===== src/rtl/ucontrol.sv =====
// rtl/ucontrol.sv - control unit with run/pause/halt sequencer, single step and retired-instruction counter
// Optional feature macro: ILLEGAL_TRAP_EN (illegal opcode halts instead of acting as NOP).
module ucontrol #(
    parameter int CNT_W = 16
) (
    input  logic             clk,
    input  logic             reset,
    input  logic [5:0]       opcode,
    input  logic             z,
    input  logic             step_mode,
    input  logic             step,
    output logic             s_inc,
    output logic             s_inm,
    output logic             we3,
    output logic             wez,
    output logic [2:0]       op,
    output logic             pc_we,
    output logic             halted,
    output logic             illegal,
    output logic [CNT_W-1:0] instr_count
);

`ifdef ILLEGAL_TRAP_EN
    localparam bit TRAP_EN = 1'b1;
`else
    localparam bit TRAP_EN = 1'b0;
`endif

    typedef enum logic [1:0] {
        ST_RUN   = 2'd0,
        ST_PAUSE = 2'd1,
        ST_HALT  = 2'd2
    } state_t;

    state_t           state_q, state_d;
    logic             illegal_q, illegal_d;
    logic [CNT_W-1:0] instr_count_q, instr_count_d;

    logic executing;
    logic is_halt;
    logic is_illegal;
    logic trap;

    always_comb begin
        executing  = (state_q == ST_RUN) || ((state_q == ST_PAUSE) && step);
        is_halt    = (opcode == 6'b000011);
        is_illegal = !opcode[5] && (opcode[4] || opcode[3]);
        trap       = TRAP_EN && is_illegal;

        s_inc = 1'b1;
        s_inm = 1'b0;
        we3   = 1'b0;
        wez   = 1'b0;
        op    = 3'b000;
        pc_we = 1'b0;

        if (executing) begin
            pc_we = !is_halt && !trap;
            if (opcode[5]) begin
                op  = opcode[4:2];
                we3 = 1'b1;
                wez = 1'b1;
            end else if (opcode[4:2] == 3'b001) begin
                s_inm = 1'b1;
                we3   = 1'b1;
            end else if (opcode == 6'b000000) begin
                s_inc = 1'b0;
            end else if (opcode == 6'b000001) begin
                s_inc = ~z;
            end else if (opcode == 6'b000010) begin
                s_inc = z;
            end
        end

        state_d       = state_q;
        illegal_d     = illegal_q || (executing && is_illegal);
        instr_count_d = instr_count_q;

        if (executing && !is_halt && !trap)
            instr_count_d = instr_count_q + {{(CNT_W-1){1'b0}}, 1'b1};

        // HALT (or a trapped illegal opcode) beats any step_mode-driven move.
        if (executing && (is_halt || trap)) begin
            state_d = ST_HALT;
        end else begin
            case (state_q)
                ST_RUN:   if (step_mode)  state_d = ST_PAUSE;
                ST_PAUSE: if (!step_mode) state_d = ST_RUN;
                default:  state_d = ST_HALT;
            endcase
        end
    end

    always_ff @(posedge clk or posedge reset) begin
        if (reset) begin
            state_q       <= ST_RUN;
            illegal_q     <= 1'b0;
            instr_count_q <= '0;
        end else begin
            state_q       <= state_d;
            illegal_q     <= illegal_d;
            instr_count_q <= instr_count_d;
        end
    end

    assign halted      = (state_q == ST_HALT);
    assign illegal     = illegal_q;
    assign instr_count = instr_count_q;

endmodule

===== config.mk =====
export PLATFORM = sky130hd
export DESIGN_NAME = ucontrol
export DESIGN_NICKNAME = d
export VERILOG_FILES = /design/src/rtl/ucontrol.sv
export SDC_FILE = /design/constraint.sdc
export NUM_CORES = 1
export LEC_CHECK = 0
export CAP_MARGIN = 15
export CORE_UTILIZATION = 30
export DETAILED_ROUTE_END_ITERATION = 12
export SLEW_MARGIN = 30
export SYNTH_ARGS = -nofsm -noshare
export SYNTH_HDL_FRONTEND = slang
export SYNTH_SLANG_ARGS = --single-unit

===== constraint.sdc =====
create_clock -name clk -period 1.5 [get_ports clk]
set_input_delay 0.3 -clock clk [delete_from_list [all_inputs] [get_ports clk]]
set_output_delay 0.3 -clock clk [all_outputs]
set_load 0.01 [all_outputs]

==> impl_metrics.ini, run 1 <==
[run_status]
outcome = complete, but fails checks
violations = negative setup slack

[global_routing]
track_usage = 0.177
grt_pass1_wl_um = 4640
grt_start_max_net_pins = 20
overflow = 0
grt_pass1_vias = 1076
antenna_found_initial = 0

[clocking]
clk_latency_ps = 290
clock-sinks = 19
htree_levels = 1
cts_buffer_depth = 2
cts_tree = yes
clk_pin_slew_ps = 110
clockRootBuffer = clkbuf_4
cts_buffers = 3

[timing]
worst_slack_ps = -183
rsz0062_at_grt = yes
drv_slew = 0
worst_pin_slew_ps = 315
hold_viol = 0
slew_headroom = 0.790
whs_ps = 326
fin_crit_sh = 1.12
min_period_ps = 1680
setup_viol = 22
fmax_mhz = 594
fin_skew_ps = 2.30

[placed_design]
hpwl_um = 1720
port_buffers = 36
dp.cells = 185
place.gp.congestion = 0.769

[setup_path]
required_ps = 1200
crit_top_cell = buf_6
start_kind = flop
slowest_delay_ps = 420
crit_path_end_kind = output port
critical_path_class = reg -> out
critical_path.max_fanout = 3
path_delay_family = flip-flops
crit_path_top_delay_cell = dfrtp_1
path_buf_inv = 3
worstPathCellList = buf_6 -> a311o_1 -> inv_2 -> buf_6
crit_arrival_ps = 1380

[worst_hold_path]
hp-class = in -> async

[logic_synthesis]
syn_area_um2 = 952
yosysWarnings = 0
ys_ff_latch = 19
syn_inst = 93
avgSynthCellArea_um2 = 10.2
yosysSeqAreaShare = 0.499
synthDistinctLibCells = 24
syn-num-nets = 105

[routing]
dr_total_vias = 1000
first_pass_iters = 4
viasPerCell = 4.74
post_drt_wl_per_cell_um = 13.5
routed_wl_um = 2850
drc = 0
ant_nets = 0
first_iter_violations = 39

[power]
powerDensity_mw_per_mm2 = 1350
p_total_uw = 2480
p_leak_uw = 0.000884
ir_worst_vdd_uv = 946

[run]
maxCapViolCount = 0

[floorplanning]
fp-row-count = 20
io_pins = 37
fp.dieW_um = 58.3
die_h_um = 58.3
start_util = 0.314
coreArea_mm2 = 0.00303
die_area_mm2 = 0.00340

[final_layout]
drive_gt1_frac = 0.449
antenna_cells = 0
nNetsFinal = 180
area_growth_pct = 93.4
final_cells = 211
==> cells in the final DEF (no fill, tap or decap), drive strengths merged, types with 3 or more instances in the layout <==
master | netlist | routed
and3 | 4 | 4
buf | 1 | 44
clkbuf | 0 | 4
clkdlybuf4s50 | 0 | 5
dfrtp | 19 | 19
dlygate4sd2 | 0 | 19
dlymetal6s2s | 0 | 3
inv | 4 | 4
nand2 | 9 | 9
nand3 | 8 | 8
nand4 | 4 | 4
nor2 | 8 | 8
nor3 | 6 | 6
xnor2 | 9 | 9
xor2 | 6 | 6
==> tightest hold or removal path: stages <==
cell	delay, ps
clkdlybuf4s50_1	400
inv_1	50
buf_4	250
==> cells in the mapped netlist (all sizes together) <==
| library cell | count | area (µm²) |
|---|---|---|
| a41o | 1 | 10.0 |
| a21oi | 1 | 5.00 |
| nand2b | 2 | 12.5 |
| nor4 | 2 | 33.8 |
| nor2b | 2 | 12.5 |
| inv | 4 | 15.0 |
| and4 | 1 | 8.76 |
| mux2i | 1 | 10.0 |
| nor2 | 8 | 30.0 |
| nand2 | 9 | 33.8 |
| ha | 1 | 12.5 |
| nor3 | 6 | 30.0 |
| and2 | 2 | 12.5 |
| o31ai | 1 | 7.51 |
| nand3 | 8 | 40.0 |
| nand4 | 4 | 25.0 |
| xor2 | 6 | 52.6 |
| a311o | 1 | 10.0 |
| buf | 1 | 11.3 |
| and3 | 4 | 25.0 |
| dfrtp | 19 | 475 |
| xnor2 | 9 | 78.8 |
==> power breakdown <==
group / leakage, µW / total [µW] / internal, µW / switching [µW]
combinational: 0.000641 / 1450 / 733 / 722
clock: 0.0000150 / 258 / 103 / 155
sequential: 0.000227 / 770 / 667 / 102
==> flip-flops by register name, summed over array words and instances, names as in the netlist <==
name         count
state_q          2
illegal          1
instr_count     16
==> timing repair <==
item | in CTS | in global routing
gates resized for setup | 70 | 40
pin swaps | 9 | 21
cloned | 0 | 1
hold buffers | 0 | 0
buffers inserted | 19 | 4
setup endpoints to repair | 41 | 27
==> path summary, 6_finish.rpt <==
check                                            startpoint                           to  slack (ps)  cells after the start
worst max-delay path                 state_q[1]$_DFFE_PP0P_                        pc_we        -180                      4
worst min-delay path                                  reset   instr_count[6]$_DFFE_PP0P_         330                      3
worst max register to register       state_q[1]$_DFFE_PP0P_  instr_count[12]$_DFFE_PP0P_        -110                      7
worst min register to register  instr_count[15]$_DFFE_PP0P_  instr_count[15]$_DFFE_PP0P_         470                      1
max in group asynchronous                             reset   instr_count[8]$_DFFE_PP0P_         950                      3
min in group clk                instr_count[15]$_DFFE_PP0P_  instr_count[15]$_DFFE_PP0P_         470                      1
==> through the flow <==
| step | utilization | instance area, µm² | TNS, ps | setup WS [ps] |
|---|---|---|---|---|
| 2_1_floorplan | - | 952 | 0 | 29.8 |
| 3_3_place_gp | 0.480 | 1450 | -10830 | -704 |
| 3_5_place_dp | 0.480 | 1450 | -12380 | -768 |
| 4_1_cts | 0.540 | 1630 | -1130 | -184 |
| 5_1_grt | 0.608 | 1840 | -3420 | -249 |
| 6_report | 0.608 | 1840 | -1710 | -183 |
==> cell type report <==
class | count | area (µm²)
Clock buffer | 4 | 26.3
Fill cell | 268 | 1190
Inverter | 4 | 15.0
Multi-Input combinational cell | 69 | 639
Sequential cell | 19 | 478
Tap cell | 44 | 55.1
Timing Repair Buffer | 71 | 628
==> metal layers <==
layer	GRT usage	routed length, µm	vias to the layer above
met5	0	0	-
met4	0.0782	14	0
met3	0.0330	157	4
met2	0.307	1480	35
met1	0.214	1190	494
li1	-	-	467
==> kinds of logic (layout without fill, tap and decap cells) <==
kind of cell | after synthesis | count (layout) | synth area share
DFF | 19 | 19 | 0.499
AOI/OAI and AO/OA | 4 | 4 | 0.0342
xor gates and xnor gates | 15 | 15 | 0.138
buffers and inverters | 5 | 79 | 0.0276
adders and majority gates | 1 | 1 | 0.0131
and+or+nand+nor | 48 | 48 | 0.277
muxes | 1 | 1 | 0.0105
Power figures use the tool's default switching activity.
==> run 2: changes to the inputs <==
--- a/config.mk
+++ b/config.mk
@@ -6,8 +6,9 @@
 export NUM_CORES = 1
 export LEC_CHECK = 0
 export CAP_MARGIN = 15
-export CORE_UTILIZATION = 30
+export CORE_UTILIZATION = 38
 export DETAILED_ROUTE_END_ITERATION = 12
+export PLACE_DENSITY = 0.74
 export SLEW_MARGIN = 30
 export SYNTH_ARGS = -nofsm -noshare
 export SYNTH_HDL_FRONTEND = slang
==> run 2 against run 1 <==
The run still ends with negative setup slack left. Design area fell by 8.6%. Flip-flop and latch count did not move. Sequential power fell by 0.9%. Clock-buffer cell count did not move. Hold slack got worse by 11 ps. Critical path depth did not move. First-iteration DRC count fell by 38%.
==> impl_metrics.ini, run 2 (synthesis gave the netlist of run 1 again) <==
[run_status]
outcome = complete, but fails checks
violations = negative setup slack

[clocking]
clk_pin_slew_ps = 110
clock-sinks = 19
cts_buffers = 3
clk_latency_ps = 300
cts_tree = yes
htree_levels = 1
cts_buffer_depth = 2
clockRootBuffer = clkbuf_4

[floorplanning]
die_area_mm2 = 0.00271
die_h_um = 52.1
io_pins = 37
fp-row-count = 17
start_util = 0.418
coreArea_mm2 = 0.00228
fp.dieW_um = 52.1

[final_layout]
final_cell_area_mm2 = 0.00168
area_growth_pct = 76.7
final_cell_mix = 27 x buf_4, 18 x dlygate4sd2_1, 17 x dfrtp_1, 9 x buf_6
drive_gt1_frac = 0.396
final_common_cell = buf_4
antenna_cells = 0
nNetsFinal = 177
fillers = 171
largest_register_ffs = 16

[setup_path]
crit_arrival_ps = 1380
path_delay_family = flip-flops
slowest_delay_ps = 390
timing.rr.start = state_q[0]$_DFFE_PP0P_
critical_path_class = reg -> out
worstSetupStartpoint = state_q[0]$_DFFE_PP0P_
crit_path_top_delay_cell = dfrtp_1
path_buf_inv = 2
start_kind = flop
critical_path.max_fanout = 2
worstPathCellList = nor2b_4 -> a311o_1 -> inv_2 -> buf_6
crit_path_end_kind = output port
required_ps = 1200

[timing]
fin_crit_sh = 1.12
worst_pin_slew_ps = 417
fin_skew_ps = 6.08
fmax_mhz = 595
min_period_ps = 1680
worst_slack_ps = -181
slew_headroom = 0.720
drv_slew = 0
hold_viol = 0
rsz0062_at_grt = yes
setup_viol = 19

[placed_design]
port_buffers = 36
dpl_cell_area_mm2 = 0.00144
preCtsSetupSlack_ps = -712
hpwl_um = 1590
place.gp.congestion = 0.773

[routing]
routed_wl_um = 2700
ant_nets = 0
viasPerCell = 5.15
first_pass_iters = 4
first_iter_violations = 24
drc = 0
dr_total_vias = 989
post_drt_wl_per_cell_um = 14.1

[worst_hold_path]
hp-class = in -> async

[global_routing]
busiest_layer = met2
grt_pass1_wl_um = 3930
met3_usage = 0.0526
grt_use_met1 = 0.246
antenna_found_initial = 0
track_usage = 0.201
grt_pass1_vias = 903
overflow = 0
grt_start_max_net_pins = 20
met2_usage = 0.338

[power]
ir_worst_vdd_uv = 1160
p_leak_uw = 0.000847
powerDensity_mw_per_mm2 = 1390

[run]
maxCapViolCount = 0
[run 2: cell count changes in the layout (fill, tap and decap cells not counted), sizes merged]
| cell | change |
|---|---|
| dlymetal6s2s | +1 |
| clkbuf | +1 |
| buf | -4 |
| dlygate4sd2 | -1 |
[run 2: what timing repair did]
item                       in CTS  in global routing
cloned                          0                  1
gates resized for setup        67                 22
setup buffers                  16                  2
setup endpoints to repair      40                 27
hold buffers                    0                  0
pin swaps                       9                  8
[run 2: worst min-delay path, delay by kind of cell]
family | cells | cell delay, ps
buffers and inverters | 3 | 700
[run 2: cell type report]
cell class | instances | area (µm²) | share of cell area
Multi-Input combinational cell | 69 | 542 | 0.322
Clock buffer | 4 | 26.3 | 0.0156
Sequential cell | 19 | 478 | 0.284
Tap cell | 28 | 35.0 | 0.0208
Inverter | 4 | 15.0 | 0.00892
Timing Repair Buffer | 68 | 587 | 0.349
[run 2: per-layer routing]
metal  up-vias  routed length [µm]
met4         0                  29
met2        48                1310
met3         5                 212
li1        465                   -
met5         -                   0
met1       471                1140
[run 2: stage by stage]
stage | setup TNS [ps] | utilization | instances | hold slack (ps) | total power (µW)
after floorplan | 0 | - | 93 | 251 | 1280
after global placement | -11180 | 0.633 | 170 | 464 | 1790
after detailed placement | -11600 | 0.633 | 170 | 454 | 1820
after CTS | -818 | 0.694 | 189 | 326 | 2200
after global routing | -2630 | 0.739 | 192 | 331 | 2480
final | -1310 | 0.739 | 192 | 314 | 2340
[run 2: where the power goes]
| group | internal [µW] | switching [µW] |
|---|---|---|
| Clock | 104 | 160 |
| Sequential | 667 | 95.9 |
| Combinational | 659 | 656 |
[run 2: worst paths after layout]
check,to,slack (ps),cells after the start
worst min register to register,illegal$_DFF_PP0_,470,2
worst max-delay path,pc_we,-180,4
worst min-delay path,instr_count[12]$_DFFE_PP0P_,310,3
max in group asynchronous,instr_count[7]$_DFFE_PP0P_,970,3
worst max register to register,instr_count[9]$_DFFE_PP0P_,-140,5
min in group clk,illegal$_DFF_PP0_,470,2
==> run 3: changes to the inputs <==
--- a/config.mk
+++ b/config.mk
@@ -8,6 +8,7 @@
 export CAP_MARGIN = 15
 export CORE_UTILIZATION = 38
 export DETAILED_ROUTE_END_ITERATION = 12
+export GPL_ROUTABILITY_DRIVEN = 0
 export PLACE_DENSITY = 0.74
 export SLEW_MARGIN = 30
 export SYNTH_ARGS = -nofsm -noshare
==> results of run 3 <==
The final DEF is identical to that of run 2; final timing and power are the same.
